File: src/rtl/mul_share_arbiter.sv
// Round-robin arbiter sharing one 4x4 array multiplier among NREQ requesters.
// Operands and product are registered around the multiplier; one tagged response channel.

module array_mul (
    input  logic [3:0] a,
    input  logic [3:0] b,
    output logic [7:0] s
);
    // Shift-and-add of the four partial-product rows.
    always_comb begin
        s = '0;
        for (int i = 0; i < 4; i++) begin
            s = s + ({4'b0000, a & {4{b[i]}}} << i);
        end
    end
endmodule

module mul_share_arbiter #(
    parameter int unsigned NREQ = 4,
    parameter int unsigned IDW  = 2
) (
    input  logic                clk,
    input  logic                rst_n,
    input  logic [NREQ-1:0]     req_valid,
    input  logic [4*NREQ-1:0]   req_a,
    input  logic [4*NREQ-1:0]   req_b,
    output logic [NREQ-1:0]     req_ready,
    output logic                rsp_valid,
    input  logic                rsp_ready,
    output logic [7:0]          rsp_prod,
    output logic [IDW-1:0]      rsp_id,
    output logic                busy
);
    localparam logic [1:0] StIdle = 2'd0;
    localparam logic [1:0] StCalc = 2'd1;
    localparam logic [1:0] StResp = 2'd2;

    logic [1:0]     state_q, state_d;
    logic [3:0]     op_a_q, op_a_d;
    logic [3:0]     op_b_q, op_b_d;
    logic [IDW-1:0] op_id_q, op_id_d;
    logic [IDW-1:0] last_grant_q, last_grant_d;
    logic           rsp_valid_q, rsp_valid_d;
    logic [7:0]     rsp_prod_q, rsp_prod_d;
    logic [IDW-1:0] rsp_id_q, rsp_id_d;

    logic           hi_found, lo_found, grant_found;
    logic [IDW-1:0] hi_idx, lo_idx, grant_idx;
    logic [3:0]     grant_a, grant_b;
    logic [7:0]     mul_s;

    // Lowest valid index above the last grant wins; otherwise wrap to the lowest at or below it.
    always_comb begin
        hi_found = 1'b0;
        lo_found = 1'b0;
        hi_idx   = '0;
        lo_idx   = '0;
        for (int i = int'(NREQ) - 1; i >= 0; i--) begin
            if (req_valid[i]) begin
                if (IDW'(i) > last_grant_q) begin
                    hi_found = 1'b1;
                    hi_idx   = IDW'(i);
                end else begin
                    lo_found = 1'b1;
                    lo_idx   = IDW'(i);
                end
            end
        end
        grant_found = hi_found | lo_found;
        grant_idx   = hi_found ? hi_idx : lo_idx;
    end

    always_comb begin
        grant_a = '0;
        grant_b = '0;
        for (int i = 0; i < int'(NREQ); i++) begin
            if (IDW'(i) == grant_idx) begin
                grant_a = req_a[4*i +: 4];
                grant_b = req_b[4*i +: 4];
            end
        end
    end

    // Gated by rst_n so no grant is ever shown while reset is held.
    always_comb begin
        req_ready = '0;
        for (int i = 0; i < int'(NREQ); i++) begin
            req_ready[i] = rst_n && (state_q == StIdle) && grant_found &&
                           (IDW'(i) == grant_idx);
        end
    end

    array_mul u_array_mul (
        .a (op_a_q),
        .b (op_b_q),
        .s (mul_s)
    );

    always_comb begin
        state_d      = state_q;
        op_a_d       = op_a_q;
        op_b_d       = op_b_q;
        op_id_d      = op_id_q;
        last_grant_d = last_grant_q;
        rsp_valid_d  = rsp_valid_q;
        rsp_prod_d   = rsp_prod_q;
        rsp_id_d     = rsp_id_q;
        unique case (state_q)
            StIdle: begin
                if (grant_found) begin
                    op_a_d       = grant_a;
                    op_b_d       = grant_b;
                    op_id_d      = grant_idx;
                    last_grant_d = grant_idx;
                    state_d      = StCalc;
                end
            end
            StCalc: begin
                rsp_prod_d  = mul_s;
                rsp_id_d    = op_id_q;
                rsp_valid_d = 1'b1;
                state_d     = StResp;
            end
            StResp: begin
                if (rsp_ready) begin
                    rsp_valid_d = 1'b0;
                    state_d     = StIdle;
                end
            end
            default: state_d = StIdle;
        endcase
    end

    always_ff @(posedge clk or negedge rst_n) begin
        if (!rst_n) begin
            state_q      <= StIdle;
            op_a_q       <= '0;
            op_b_q       <= '0;
            op_id_q      <= '0;
            last_grant_q <= IDW'(NREQ - 1);
            rsp_valid_q  <= 1'b0;
            rsp_prod_q   <= '0;
            rsp_id_q     <= '0;
        end else begin
            state_q      <= state_d;
            op_a_q       <= op_a_d;
            op_b_q       <= op_b_d;
            op_id_q      <= op_id_d;
            last_grant_q <= last_grant_d;
            rsp_valid_q  <= rsp_valid_d;
            rsp_prod_q   <= rsp_prod_d;
            rsp_id_q     <= rsp_id_d;
        end
    end

    assign rsp_valid = rsp_valid_q;
    assign rsp_prod  = rsp_prod_q;
    assign rsp_id    = rsp_id_q;
    assign busy      = (state_q == StCalc) || (state_q == StResp);

endmodule
File: config.mk
export PLATFORM = sky130hd
export DESIGN_NAME = mul_share_arbiter
export DESIGN_NICKNAME = d
export VERILOG_FILES = /design/src/rtl/mul_share_arbiter.sv
export SDC_FILE = /design/constraint.sdc
export NUM_CORES = 1
export LEC_CHECK = 0
export CAP_MARGIN = 5
export CORE_MARGIN = 3
export CORE_UTILIZATION = 35
export DETAILED_ROUTE_END_ITERATION = 12
export PLACE_DENSITY_LB_ADDON = 0.1
export SYNTH_ARGS = -nofsm -noshare
export SYNTH_HDL_FRONTEND = slang
export SYNTH_SLANG_ARGS = --single-unit
export TNS_END_PERCENT = 10
File: constraint.sdc
create_clock -name clk -period 2.8 [get_ports clk]
set_clock_uncertainty 0.15 [all_clocks]
set_input_delay 0.56 -clock clk [delete_from_list [all_inputs] [get_ports clk]]
set_output_delay 0.56 -clock clk [all_outputs]
set_load 0.05 [all_outputs]
=== After elaboration in Yosys (flattened, before gate mapping) ===
Index checks and enable logic that the tools add are counted.

* Add/subtract/negate cells: 3
* $lt $le $gt $ge: 4
* Bitwise gates (word level): 5
* Equality and inequality tests: 7
* Reductions and logical operators: 13
* Mux-type cells: 46

{| class="wikitable"
|+ Operator list
! cell !! number
|-
| $mux W2 || 19
|-
| $mux W4 || 8
|-
| $mux W1 || 17
|-
| $and A4 B4 Y4 || 4
|-
| $add A7 B7 Y8 || 1
|-
| $add A6 B6 Y7 || 1
|-
| $add A4 B5 Y6 || 1
|-
| $logic_and A1 B1 Y1 || 6
|-
| $pmux W2 S3 || 1
|-
| $reduce_and A2 Y1 || 3
|-
| $eq A2 B2 Y1 const A || 2
|-
| $gt A1 B2 Y1 const A || 2
|-
| $gt A2 B2 Y1 const A || 2
|-
| $logic_not A2 Y1 || 2
|-
| $ne A2 B2 Y1 const B || 2
|-
| $eq A1 B2 Y1 const A || 1
|-
| $eq A2 B1 Y1 const B || 1
|-
| $eq A2 B2 Y1 const B || 1
|-
| $pmux W1 S2 || 1
|-
| $reduce_bool A2 Y1 || 1
|-
| $logic_or A1 B1 Y1 || 1
|-
| $or A1 B1 Y1 || 1
|}

* Word-level logic and storage cells: 86
* Bits of input ports: 39
* Output and inout port bits: 16
* Register bits: 25

=== Logic depth before layout (Yosys ltp) ===
Gate-level depths: netlist (run 1).

* Depth after elaboration: 15
* Gate-level depth with buffers: 12

=== Hierarchy ===
A second synthesis (run 1) with hierarchy kept.

* Cells, all modules: 173
* Area, all modules: 1779.2 µm²

{| class="wikitable"
|+ By module, submodules not included
! module !! area each (µm²) !! cells an instance !! instances
|-
| mul_share_arbiter || 1356.3 || 120 || 1
|-
| array_mul || 422.9 || 53 || 1
|}

=== Worst setup path after synthesis (run 1) ===
Ideal clock, no wire load.

* Kind: flip-flop to output port
* Start: register state_q[0]
* End: output port req_ready[1]
* Data arrival time: 2342 ps
* Slack: -252 ps
* Path buffers: 1
* Stages on the path, launching flop included: 7
* Data required time: 2090 ps
* Cells stage by stage: dfrtp_1 -> inv_1 -> ha_1 -> nor2b_1 -> buf_4 -> nand2_1 -> nor3b_1

* Longest elaborated chain between the ends: 4

{| class="wikitable"
|+ RTL lines
! element !! RTL line !! source
|-
| from (decl) || 38 || <nowiki>logic [1:0] state_q, state_d;</nowiki>
|-
| from (signal assigned) || 136 || <nowiki>state_q <= StIdle;</nowiki>
|-
| from (signal assigned) || 145 || <nowiki>state_q <= state_d;</nowiki>
|-
| $logic_not A2 Y1 || 88 || <nowiki>req_ready[i] = rst_n && (state_q == StIdle) && grant_found &&</nowiki>
|-
| $logic_and A1 B1 Y1 (3 in series) || 88 ||
|-
| to (decl) || 27 || <nowiki>output logic [NREQ-1:0] req_ready,</nowiki>
|}

Every way passes these cells.

=== Worst setup path after layout (run 1) ===
* Start: register op_b_q[3]
* End: register rsp_prod_q[7] (netlist: rsp_prod[7])

* Longest elaborated chain between the ends: 2

{| class="wikitable"
|+ RTL lines
! element !! RTL line !! source
|-
| from (decl) || 40 || <nowiki>logic [3:0] op_b_q, op_b_d;</nowiki>
|-
| from (signal assigned) || 147 || <nowiki>op_b_q <= op_b_d;</nowiki>
|-
| $and A4 B4 Y4 || 13 || <nowiki>s = s + ({4'b0000, a & {4{b[i]}}} << i);</nowiki>
|-
| $add A7 B7 Y8 || 13 ||
|-
| to (signal assigned) || 151 || <nowiki>rsp_prod_q <= rsp_prod_d;</nowiki>
|-
| to (decl) || 44 || <nowiki>logic [7:0] rsp_prod_q, rsp_prod_d;</nowiki>
|}

Every way passes these cells.
A chain may end at the register's enable or synchronous reset.

==> summary.md, run 1 <==
| Metric | Value |
|---|---|
| Hold_buf cts | `0` |
| Synth Instances | `between 150 and 200` |
| Pwr Total | `2.830 mW` |
| Port buffer count | `between 50 and 60` |
| Grt total ovfl | `0` |
| Wirelength per Cell | `approximately 13 um` |
| HPWL Detailed | `approximately 3600 um` |
| Cell Chain, Critical Path | `and2_4 -> fa_1 -> fa_1 -> ha_2 -> inv_2 -> fa_2 -> inv_1 -> a21o_1 -> a21oi_2 -> xnor2_1 -> mux2_2` |
| P_sw | `1.289 mW` |
| Worst Path Arrival | `2950 ps` |
| Final wirelength | `4274 um` |
| Unrepaired setup endpoints after global routing | `yes` |
| Synth area leader | `dfrtp_1` |
| Largest net degree at the start of global routing | `26` |
| Root buf cell | `clkbuf_8` |
| Commonest cells in the netlist | `dfrtp_1, a21oi_1, ha_1, and2_1, inv_1` |
| Fin nets | `321` |
| EDFF count, synth | `0` |
| Core box area | `5140 sq um` |
| Syn nets | `242` |
| Initial detailed-routing violation count | `60` |
| Total GRT Usage | `0.1482` |
| Placed Cells | `roughly 330` |
| Area Overhead vs Synth | `47.04%` |
| Placed cell areas | `2688 sq um` |
| Adder-Cell Fraction of Synth Area | `0.1466` |
| Seq cells post-synth | `25` |
| Via count | `1590` |
| H-tree depth | `1` |
| Compound-gate portion of the synthesized area | `0.1865` |
| Synthesized area | `1878 sq um` |
| CP most frequent cell | `fa_1` |
| Async set-or-reset flop fraction in the synthesized netlist | `1.000` |
| Min cycle time layout | `2945 ps` |
| Multi-input logic area | `1180 sq um` |
| Worst min path class | `flip-flop to flip-flop` |
| Worst Path Required | `approximately 2800 ps` |
| # DRC | `0` |
| First-pass GRT wire length | `7458 um` |
| Setup Viol. Count Final | `3` |
| I/O pin total | `55` |
| Top post-synthesis cells by area | `dfrtp_1, ha_1, mux2_2` |
| VDD IR-drop max | `496.5 uV` |
| Initial Utilization | `0.3654` |
| TritonCTS buffer count | `3` |
| Worst Slack Setup Final | `-145.4 ps` |
| Pwr dens | `1025 nW/um^2` |
| Combinational power share | `0.694` |
| Slew margin rel. | `0.6220` |
| Pins Over Slew Limit | `0` |
| Switch share | `0.4553` |
| Synthesized area per cell | `between 10 and 15 sq um` |
| Register area share after synthesis | `0.3344` |
| Die area | `6281 sq um` |
| Die Y | `around 79 um` |
| Longest Clk Path Bufs | `2` |
| Setup tns final | `-299.2 ps` |
| Worst path slowest cell | `fa_1` |
| Most common cell in the netlist | `dfrtp_1` |
| P_int | `1.542 mW` |
| Initial DRT Pass Iterations | `4` |
| Setup crit start kind | `flip-flop` |
| Worst-path maximum fanout | `2` |
| Routed vias/inst | `4.789` |
| XOR/XNOR Fraction of Synth Area | `0.01865` |
| Post-DRT Antenna Nets | `0` |
| ANT cells | `0` |
| Max-cap violations | `0` |
| Worst-Skew Late Latency | `roughly 260 ps` |
| Distinct cells, synth | `43` |
| Proportion of synthesized area in mux cells | `0.06529` |
| Final Hold Fails | `0` |
| Yosys top cell area share | `0.3065` |
| Clock slew at reported path FFs | `90 ps` |
| Outcome | `complete, but fails checks` |
| Worst setup EP type | `flip-flop` |
| Layout cells sized above 1 | `0.2672` |
| Hold_ws | `343.8 ps` |
| Clock tree from TritonCTS | `done` |
| Main flop type after synthesis | `dfrtp_1` |
| Reg power frac | `0.232` |
| Fillers | `approximately 500` |
| Fin area | `roughly 2800 sq um` |
| CTS Sinks | `25` |
| Fin crit share | `1.052` |
| Leakage | `1.254 nW` |
| Largest family of logic cells by synthesized area | `simple AND/OR/NAND/NOR gates` |
| Setup CP Type | `flip-flop to flip-flop` |
| Number of global-route vias before repair | `between 1500 and 2000` |
| Clock network power share | `0.074` |
| Largest stage delay on the critical path | `500 ps` |
| Gpl congestion | `0.7925` |
| Yosys synthesis warning count | `0` |
| Simple-gate share of the synthesized area | `0.2012` |
| Failing checks | `negative setup slack` |
| Initial antenna violation count | `0` |
| Register area | `628.1 sq um` |
| Site row count | `26` |
| Worst-margin pin slew | `approximately 570 ps` |
| Die Wd | `79.25 um` |
| Fmax | `approximately 340 MHz` |
| Post-Layout Cell Count | `around 330` |
## power by group through the flow
stage / combinational (mW) / clock, mW / sequential [mW]
floorplan: 1.12 / 0 / 0.876
global placement: 1.96 / 0 / 0.660
detailed placement: 1.98 / 0 / 0.663
CTS: 2.00 / 0.222 / 0.657
global route: 2.17 / 0.241 / 0.678
finish: 1.97 / 0.209 / 0.656
## sequential cells by signal, summed over array words and instances (netlist names)
register	flops
last_grant_q	2
op_a_q	4
op_b_q	4
op_id_q	2
rsp_id	2
rsp_prod	8
rsp_valid	1
state_q	2
## layer usage
layer | global-route usage | vias to the layer above | part of all wire
li1 | - | 809 | -
met1 | 0.2044 | 722 | 0.50
met2 | 0.2281 | 53 | 0.43
met3 | 0.03288 | 6 | 0.060
met4 | 0.05155 | 0 | 0.015
met5 | 0 | - | 0
## path summary, 6_finish.rpt
check                                              endpoint  cells past startpoint  slack (ps)              startpoint
worst max-delay path                rsp_prod[7]$_DFFE_PN0P_                     11        -150   op_b_q[3]$_DFFE_PN0P_
worst min-delay path                 op_id_q[1]$_DFFE_PN0P_                      2         340  op_id_q[1]$_DFFE_PN0P_
worst max register to register      rsp_prod[7]$_DFFE_PN0P_                     11        -150   op_b_q[3]$_DFFE_PN0P_
worst min register to register       op_id_q[1]$_DFFE_PN0P_                      2         340  op_id_q[1]$_DFFE_PN0P_
max in group asynchronous       last_grant_q[0]$_DFFE_PN1P_                      2        1590                   rst_n
min in group asynchronous            op_id_q[1]$_DFFE_PN0P_                      2         630                   rst_n
## final cells by class
| type | count | area share |
|---|---|---|
| timing repair buffer | 80 | 0.2805 |
| multi-input combinational | 141 | 0.4273 |
| clock inverter | 1 | 0.001812 |
| sequential | 25 | 0.2275 |
| clock buffer | 3 | 0.01495 |
| tap | 70 | 0.03172 |
| inverter | 12 | 0.01631 |
## critical path: cells and delay by family (launching register included)
| kind | cells | cell delay, ps |
|---|---|---|
| muxes | 1 | 250 |
| and+or+nand+nor | 1 | 160 |
| AOI/OAI and AO/OA | 2 | 160 |
| DFF | 1 | 380 |
| xor gates and xnor gates | 1 | 110 |
| adders and majority gates | 4 | 1510 |
| buffers and inverters | 2 | 100 |
## repair_timing
| action | CTS | global route |
|---|---|---|
| setup endpoints to repair | 4 | 6 |
| pin swaps | 7 | 1 |
| cloned | 0 | 0 |
| gates resized for setup | 7 | 0 |
| buffers inserted | 1 | 1 |
## cell usage in the layout (no fill, tap or decap), types with 2 or more instances in the layout
cell type / Yosys / routed
buf_12: 0 / 4
ha_1: 14 / 13
nor2_1: 9 / 9
and3_1: 7 / 7
nand2b_1: 4 / 4
o21ai_1: 6 / 6
nor3b_1: 5 / 4
a21o_1: 2 / 2
buf_4: 1 / 26
a21oi_1: 14 / 13
inv_1: 12 / 11
nor2b_1: 4 / 3
dfrtp_1: 23 / 23
mux2_2: 10 / 10
o21ai_0: 8 / 8
dfstp_2: 2 / 2
o221ai_2: 4 / 4
o22ai_1: 2 / 2
and2_1: 12 / 11
clkbuf_8: 0 / 3
nand2_1: 10 / 10
o311a_1: 2 / 2
xnor2_1: 3 / 3
clkdlybuf4s50_1: 0 / 49
a221oi_1: 2 / 2
nor3b_2: 1 / 2
fa_1: 5 / 4
a21oi_2: 2 / 3
## logic make-up after synthesis
group	count (synthesis)
AOI/OAI and AO/OA	48
xor gates and xnor gates	4
adders and majority gates	19
buffers and inverters	18
DFF	25
muxes	11
and+or+nand+nor	59
## through the flow
| step | util | worst slack [ps] |
|---|---|---|
| 6_report | 0.5372 | -145.4 |
| 4_1_cts | 0.5358 | -145.5 |
| 3_5_place_dp | 0.5229 | -278.4 |
| 5_1_grt | 0.5372 | -241.4 |
| 2_1_floorplan | - | -238.9 |
| 3_3_place_gp | 0.5229 | -232.5 |
(Power assumes the default switching activity.)
==> run 2: changes to the inputs <==
==> constraint.sdc (replaced) <==
create_clock -name clk -period 3.6 [get_ports clk]
set_clock_uncertainty 0.15 [all_clocks]
set_input_delay 0.72 -clock clk [delete_from_list [all_inputs] [get_ports clk]]
set_output_delay 0.72 -clock clk [all_outputs]
set_load 0.05 [all_outputs]
==> run 2 against run 1 <==
Compared with the run above:
- the run now ends clean
- register-to-register slack improved by 590 ps
- setup slack improved by 500 ps
- global-route usage decreased by 0.18 points
- via count decreased by 6.6%
- clock power decreased by 16%
- flip-flop and latch count unchanged
- critical path type is now input pin to primary output
- largest cell class unchanged
==> summary.md, run 2 (same netlist as run 1, synthesis figures left out) <==
| Metric | Value |
|---|---|
| Worst-Skew Late Latency | `280 ps (+20 ps)` |
| Post-cts resize count | `0 (-7)` |
| Die area | `6281 sq um (unchanged)` |
| First-pass GRT wire length | `7272 um (-2.5%)` |
| Core box area | `5140 sq um (unchanged)` |
| Initial detailed-routing violation count | `39 (-35%)` |
| Placed cell areas | `2540 sq um (-5.5%)` |
| Routed vias/inst | `4.775 (-0.30%)` |
| Pwr dens | `807.5 nW/um^2 (-21%)` |
| Root buf cell | `clkbuf_8` |
| Final Hold Fails | `0 (unchanged)` |
| Hold_buf cts | `0 (unchanged)` |
| Util after Layout | `0.5037 (-0.03359)` |
| Die Y | `79.25 um (unchanged)` |
| Commonest cells after routing, fill and taps aside | `clkdlybuf4s50_1, dfrtp_1, a21oi_1, ha_1` |
| Largest net degree at the start of global routing | `27 (+3.8%)` |
| Fmax | `308.6 MHz` |
| Max FFs per register | `8 (unchanged)` |
| Setup CP Type | `input pin to primary output` |
| H-tree depth | `1 (unchanged)` |
| Outcome | `finished clean` |
| Slew margin rel. | `0.6174 (-0.004624)` |
| ANT cells | `0 (unchanged)` |
| Clock slew at reported path FFs | `100 ps (about the same)` |
| TritonCTS buffer count | `3 (unchanged)` |
| Max-cap violations | `0 (unchanged)` |
| Worst min path class | `flip-flop to flip-flop` |
| Setup crit start kind | `input pin` |
| Fin nets | `300 (-6.5%)` |
| Worst Path Required | `2730 ps (-70 ps)` |
| Unrepaired setup endpoints after global routing | `no` |
| Area Overhead vs Synth | `37.84%` |
| Via count | `1485 (-6.6%)` |
| Grt total ovfl | `0 (unchanged)` |
| Min cycle time layout | `3241 ps` |
| Fin area | `2589 sq um (-6.3%)` |
| Wirelength per Cell | `13.77 um (+7.0%)` |
| Site row count | `26 (unchanged)` |
| Final wirelength | `4284 um (+0.23%)` |
| Worst Path Arrival | `2370 ps (-580 ps)` |
| Die Wd | `79.25 um (unchanged)` |
| Setup tns final | `0 ps (+299.2 ps)` |
| Layout cells sized above 1 | `0.1743 (-0.09290)` |
| Commonest non-fill, non-tap cell in the layout | `clkdlybuf4s50_1` |
| CTS Sinks | `25 (unchanged)` |
| VDD IR-drop max | `324.6 uV (-35%)` |
| Worst setup EP type | `primary output` |
| Post-DRT Antenna Nets | `0 (unchanged)` |
| Clock tree from TritonCTS | `done` |
| Setup Viol. Count Final | `0 (-3)` |
| Post-CTS setup buffer count | `0 (-1)` |
| Leakage | `1.142 nW (-8.9%)` |
| Initial DRT Pass Iterations | `4 (unchanged)` |
| Pins Over Slew Limit | `0 (unchanged)` |
| # DRC | `0 (unchanged)` |
| Worst-margin pin slew | `574.0 ps (+6.936 ps)` |
| Number of global-route vias before repair | `1534 (-3.8%)` |
| I/O pin total | `55 (unchanged)` |
| Total GRT Usage | `0.1464 (-0.001781)` |
| Longest Clk Path Bufs | `2 (unchanged)` |
| Port buffer count | `54 (unchanged)` |
| Worst-path maximum fanout | `7 (+5)` |
| Fin crit share | `0.9002` |
| Initial antenna violation count | `0 (unchanged)` |
| Initial Utilization | `0.3654 (unchanged)` |
| HPWL Detailed | `3474 um (-3.3%)` |
| Gpl congestion | `0.7911 (-0.18%)` |
==> run 2: where the power goes <==
| part | switching [mW] | internal, mW |
|---|---|---|
| Sequential | 0.119 | 0.424 |
| Combinational | 0.772 | 0.599 |
| Clock | 0.0966 | 0.0786 |
==> run 2: final timing paths <==
kind | start | to | slack (ps) | depth (start not counted)
setup reg to reg | op_a_q[1]$_DFFE_PN0P_ | rsp_prod[7]$_DFFE_PN0P_ | 440 | 11
hold / removal | op_id_q[1]$_DFFE_PN0P_ | op_id_q[1]$_DFFE_PN0P_ | 350 | 2
max in group asynchronous | rst_n | last_grant_q[0]$_DFFE_PN1P_ | 2250 | 2
setup / recovery | req_valid[3] | req_ready[1] | 360 | 6
min in group asynchronous | rst_n | rsp_valid$_DFFE_PN0P_ | 750 | 2
hold reg to reg | op_id_q[1]$_DFFE_PN0P_ | op_id_q[1]$_DFFE_PN0P_ | 350 | 2
==> run 2: routing by layer <==
| layer | GRT usage | wire length (um) |
|---|---|---|
| met1 | 0.2025 | 2127 |
| met2 | 0.2332 | 1852 |
| met3 | 0.02721 | 263 |
| met4 | 0.04124 | 40 |
| met5 | 0 | 0 |
==> run 2: layout make-up <==
| type | instances | area [sq um] |
|---|---|---|
| Fill cell | 518 | 2551 |
| Tap cell | 70 | 87.58 |
| Sequential cell | 25 | 628.1 |
| Clock inverter | 1 | 7.507 |
| Timing Repair Buffer | 59 | 618.1 |
| Multi-Input combinational cell | 141 | 1161 |
| Inverter | 12 | 45.04 |
| Clock buffer | 3 | 41.29 |
==> run 2: critical path, stage by stage <==
cell	delay (ps)
clkdlybuf4s50_1	650
o21bai_1	140
a21oi_2	230
nor3_4	90
nor3b_1	340
buf_12	190
==> run 2: through the flow <==
step                cells  hold WS (ps)  power [mW]  setup slack (ps)
floorplan             184         274.4       1.549             267.5
global placement      307         320.7       1.932             348.5
detailed placement    307         339.1       1.935             348.8
CTS                   311         361.4       2.128             353.4
global route          311         381.8       2.302             262.7
finish                311         349.6       2.090             359.4
==> run 3: changes to the inputs <==
--- a/config.mk
+++ b/config.mk
@@ -9,6 +9,7 @@
 export CORE_MARGIN = 3
 export CORE_UTILIZATION = 35
 export DETAILED_ROUTE_END_ITERATION = 12
+export GPL_TIMING_DRIVEN = 0
 export PLACE_DENSITY_LB_ADDON = 0.1
 export SYNTH_ARGS = -nofsm -noshare
 export SYNTH_HDL_FRONTEND = slang
==> run 3 against run 2 <==
Compared with the run above:
- total power about the same
- clock power down 3%
- critical endpoint is now req_ready[0]
- combinational power barely moved
- highest routed layer unchanged
- setup slack worse by 190 ps
- routed wire length grew 0.89%
- critical path type unchanged
- fmax fell by 5.6%
- flip-flop and latch count unchanged
- cell count is 0.64% higher
- core utilization shrank 0.073 points
- register-to-register slack got worse by 20 ps
==> summary.md, run 3 (same netlist as run 1, synthesis figures left out) <==
| Metric | Value |
|---|---|
| CTS Sinks | `25 (unchanged)` |
| Core box area | `5140 sq um (unchanged)` |
| Gpl congestion | `0.7849 (-0.78%)` |
| TritonCTS buffer count | `3 (unchanged)` |
| Worst-path maximum fanout | `10 (+3)` |
| Total GRT Usage | `0.1508 (+0.004307)` |
| Placement Setup Slack | `-677.1 ps (-1026 ps)` |
| Placed cell areas | `2506 sq um (-1.3%)` |
| Worst path slowest cell | `clkdlybuf4s50_1` |
| Worst min path class | `input pin to asynchronous set/reset pin` |
| ANT cells | `0 (unchanged)` |
| Final Hold Fails | `0 (unchanged)` |
| HPWL Detailed | `3455 um (-0.56%)` |
| Fmax | `291.3 MHz (-5.6%)` |
| Worst-margin pin slew | `551.9 ps (-22.09 ps)` |
| Clock tree from TritonCTS | `done` |
| Die Y | `79.25 um (unchanged)` |
| Clock slew at reported path FFs | `90 ps (about the same)` |
| Fin nets | `302 (+0.67%)` |
| Initial DRT Pass Iterations | `4 (unchanged)` |
| Hold_buf cts | `0 (unchanged)` |
| Max FFs per register | `8 (unchanged)` |
| Initial detailed-routing violation count | `35 (-10%)` |
| Root buf cell | `clkbuf_8` |
| Largest net degree at the start of global routing | `28 (+3.7%)` |
| I/O pin total | `55 (unchanged)` |
| Die area | `6281 sq um (unchanged)` |
| Reg-to-reg endpoint | `rsp_prod[7]$_DFFE_PN0P_` |
| Pwr dens | `809.4 nW/um^2 (+0.24%)` |
| Setup crit start kind | `input pin` |
| Setup CP Type | `input pin to primary output` |
| Final wirelength | `4322 um (+0.89%)` |
| Worst-Skew Late Latency | `270 ps (about the same)` |
| Worst Slack Setup Final | `167.4 ps (-192.1 ps)` |
| First-pass GRT wire length | `7458 um (+2.6%)` |
| Fin area | `2585 sq um (-0.14%)` |
| Via count | `1505 (+1.3%)` |
| Worst Path Arrival | `2560 ps (+190 ps)` |
| Pwr Total | `2.092 mW (about the same)` |
| Commonest non-fill, non-tap cell in the layout | `clkdlybuf4s50_1` |
| Longest Clk Path Bufs | `2 (unchanged)` |
| Grt total ovfl | `0 (unchanged)` |
| Post-DRT Antenna Nets | `0 (unchanged)` |
| Cell Chain, Critical Path | `clkdlybuf4s50_1 -> nand2b_1 -> a21boi_4 -> nor3_4 -> buf_6 -> nor3b_2 -> buf_2` |
| Pins Over Slew Limit | `0 (unchanged)` |
| R2R depth | `11 (unchanged)` |
| Die Wd | `79.25 um (unchanged)` |
| Number of global-route vias before repair | `1524 (-0.65%)` |
| Worst Path Required | `2730 ps (about the same)` |
| Leakage | `1.161 nW (+1.7%)` |
| Post-CTS setup buffer count | `0 (unchanged)` |
| Unrepaired setup endpoints after global routing | `no` |
| Fin crit share | `0.9535 (+0.05336)` |
| Initial antenna violation count | `0 (unchanged)` |
| Min cycle time layout | `3433 ps (+192.1 ps)` |
| Setup Viol. Count Final | `0 (unchanged)` |
| Routed vias/inst | `4.808 (+0.70%)` |
| Area Overhead vs Synth | `37.64%` |
| Site row count | `26 (unchanged)` |
| # DRC | `0 (unchanged)` |
| Util after Layout | `0.5029 (-0.0007300)` |
| Flop-to-flop setup slack | `420 ps (-20 ps)` |
| Wirelength per Cell | `13.81 um (+0.24%)` |
| Outcome | `finished clean` |
| Worst setup EP type | `primary output` |
| VDD IR-drop max | `303.7 uV (-6.4%)` |
| Largest stage delay on the critical path | `590 ps (-60 ps)` |
| Layout cells sized above 1 | `0.1811 (+0.006796)` |
| Port buffer count | `54 (unchanged)` |
| Initial Utilization | `0.3654 (unchanged)` |
| Max-cap violations | `0 (unchanged)` |
| H-tree depth | `1 (unchanged)` |
| Hold_ws | `323.1 ps (-26.46 ps)` |
| Critical R2R Launch | `op_a_q[1]$_DFFE_PN0P_` |
| Commonest cells after routing, fill and taps aside | `clkdlybuf4s50_1, dfrtp_1, a21oi_1, ha_1` |
| Slew margin rel. | `0.6321 (+0.01473)` |
## run 3: cell count changes in the layout (fill, tap and decap cells not counted), moves of 2 or more
cell,previous run,this run
clkdlybuf4s50_1,50,48
buf_4,5,1
buf_2,0,4
buf_6,0,2
buf_12,4,0
## run 3: worst max-delay path by stage
stage	from	to	depth (start not counted)	slack, ps
4_1_cts	req_valid[3]	req_ready[2]	7	5
2_1_floorplan	req_valid[0]	req_ready[1]	5	270
5_1_grt	req_valid[1]	req_ready[0]	7	50
3_5_place_dp	rst_n	req_ready[1]	4	-680
3_3_place_gp	rst_n	req_ready[1]	4	-740
6_report	req_valid[0]	req_ready[0]	7	170
## run 3: final cells by class
cell class,count,area (sq um)
fill,513,2555
tap,70,87.58
multi-input combinational,141,1179
clock buffer,3,41.29
clock inverter,1,5.005
sequential,25,628.1
inverter,12,45.04
buffer,6,43.79
timing repair buffer,55,555.5
## run 3: per-layer routing
layer  share of wire  wire (um)  GRT usage  up-vias
li1                -          -          -      771
met1            0.48       2079     0.2082      682
met2            0.45       1940     0.2391       48
met3           0.058        250    0.02721        4
met4           0.012         52    0.04639        0
met5               0          0          0        -
## run 3: what timing repair did
item                                    CTS  global route
gates resized for setup                  18             4
pin swaps                                 0             0
cloned                                    0             0
endpoints found under the setup margin    4             3
## run 3: through the flow
| stage | std cells | TNS (ps) |
|---|---|---|
| after detailed placement | 308 | -2381 |
| after global routing | 313 | 0 |
| final | 313 | 0 |
| after global placement | 308 | -2580 |
| after CTS | 312 | 0 |
| after floorplan | 184 | 0 |
## run 3: where the power goes
part / internal [mW] / switching [mW] / leakage, nW / total (mW)
logic: 0.599 / 0.796 / 0.833 / 1.40
clock network: 0.0776 / 0.0928 / 0.0255 / 0.170
registers: 0.423 / 0.103 / 0.302 / 0.527
## run 3: critical path, delay by kind of cell
kind | cells | cell delay, ps
AO/OA/AOI/OAI | 1 | 90
buffers and inverters | 3 | 1080
AND/OR/NAND/NOR | 3 | 660
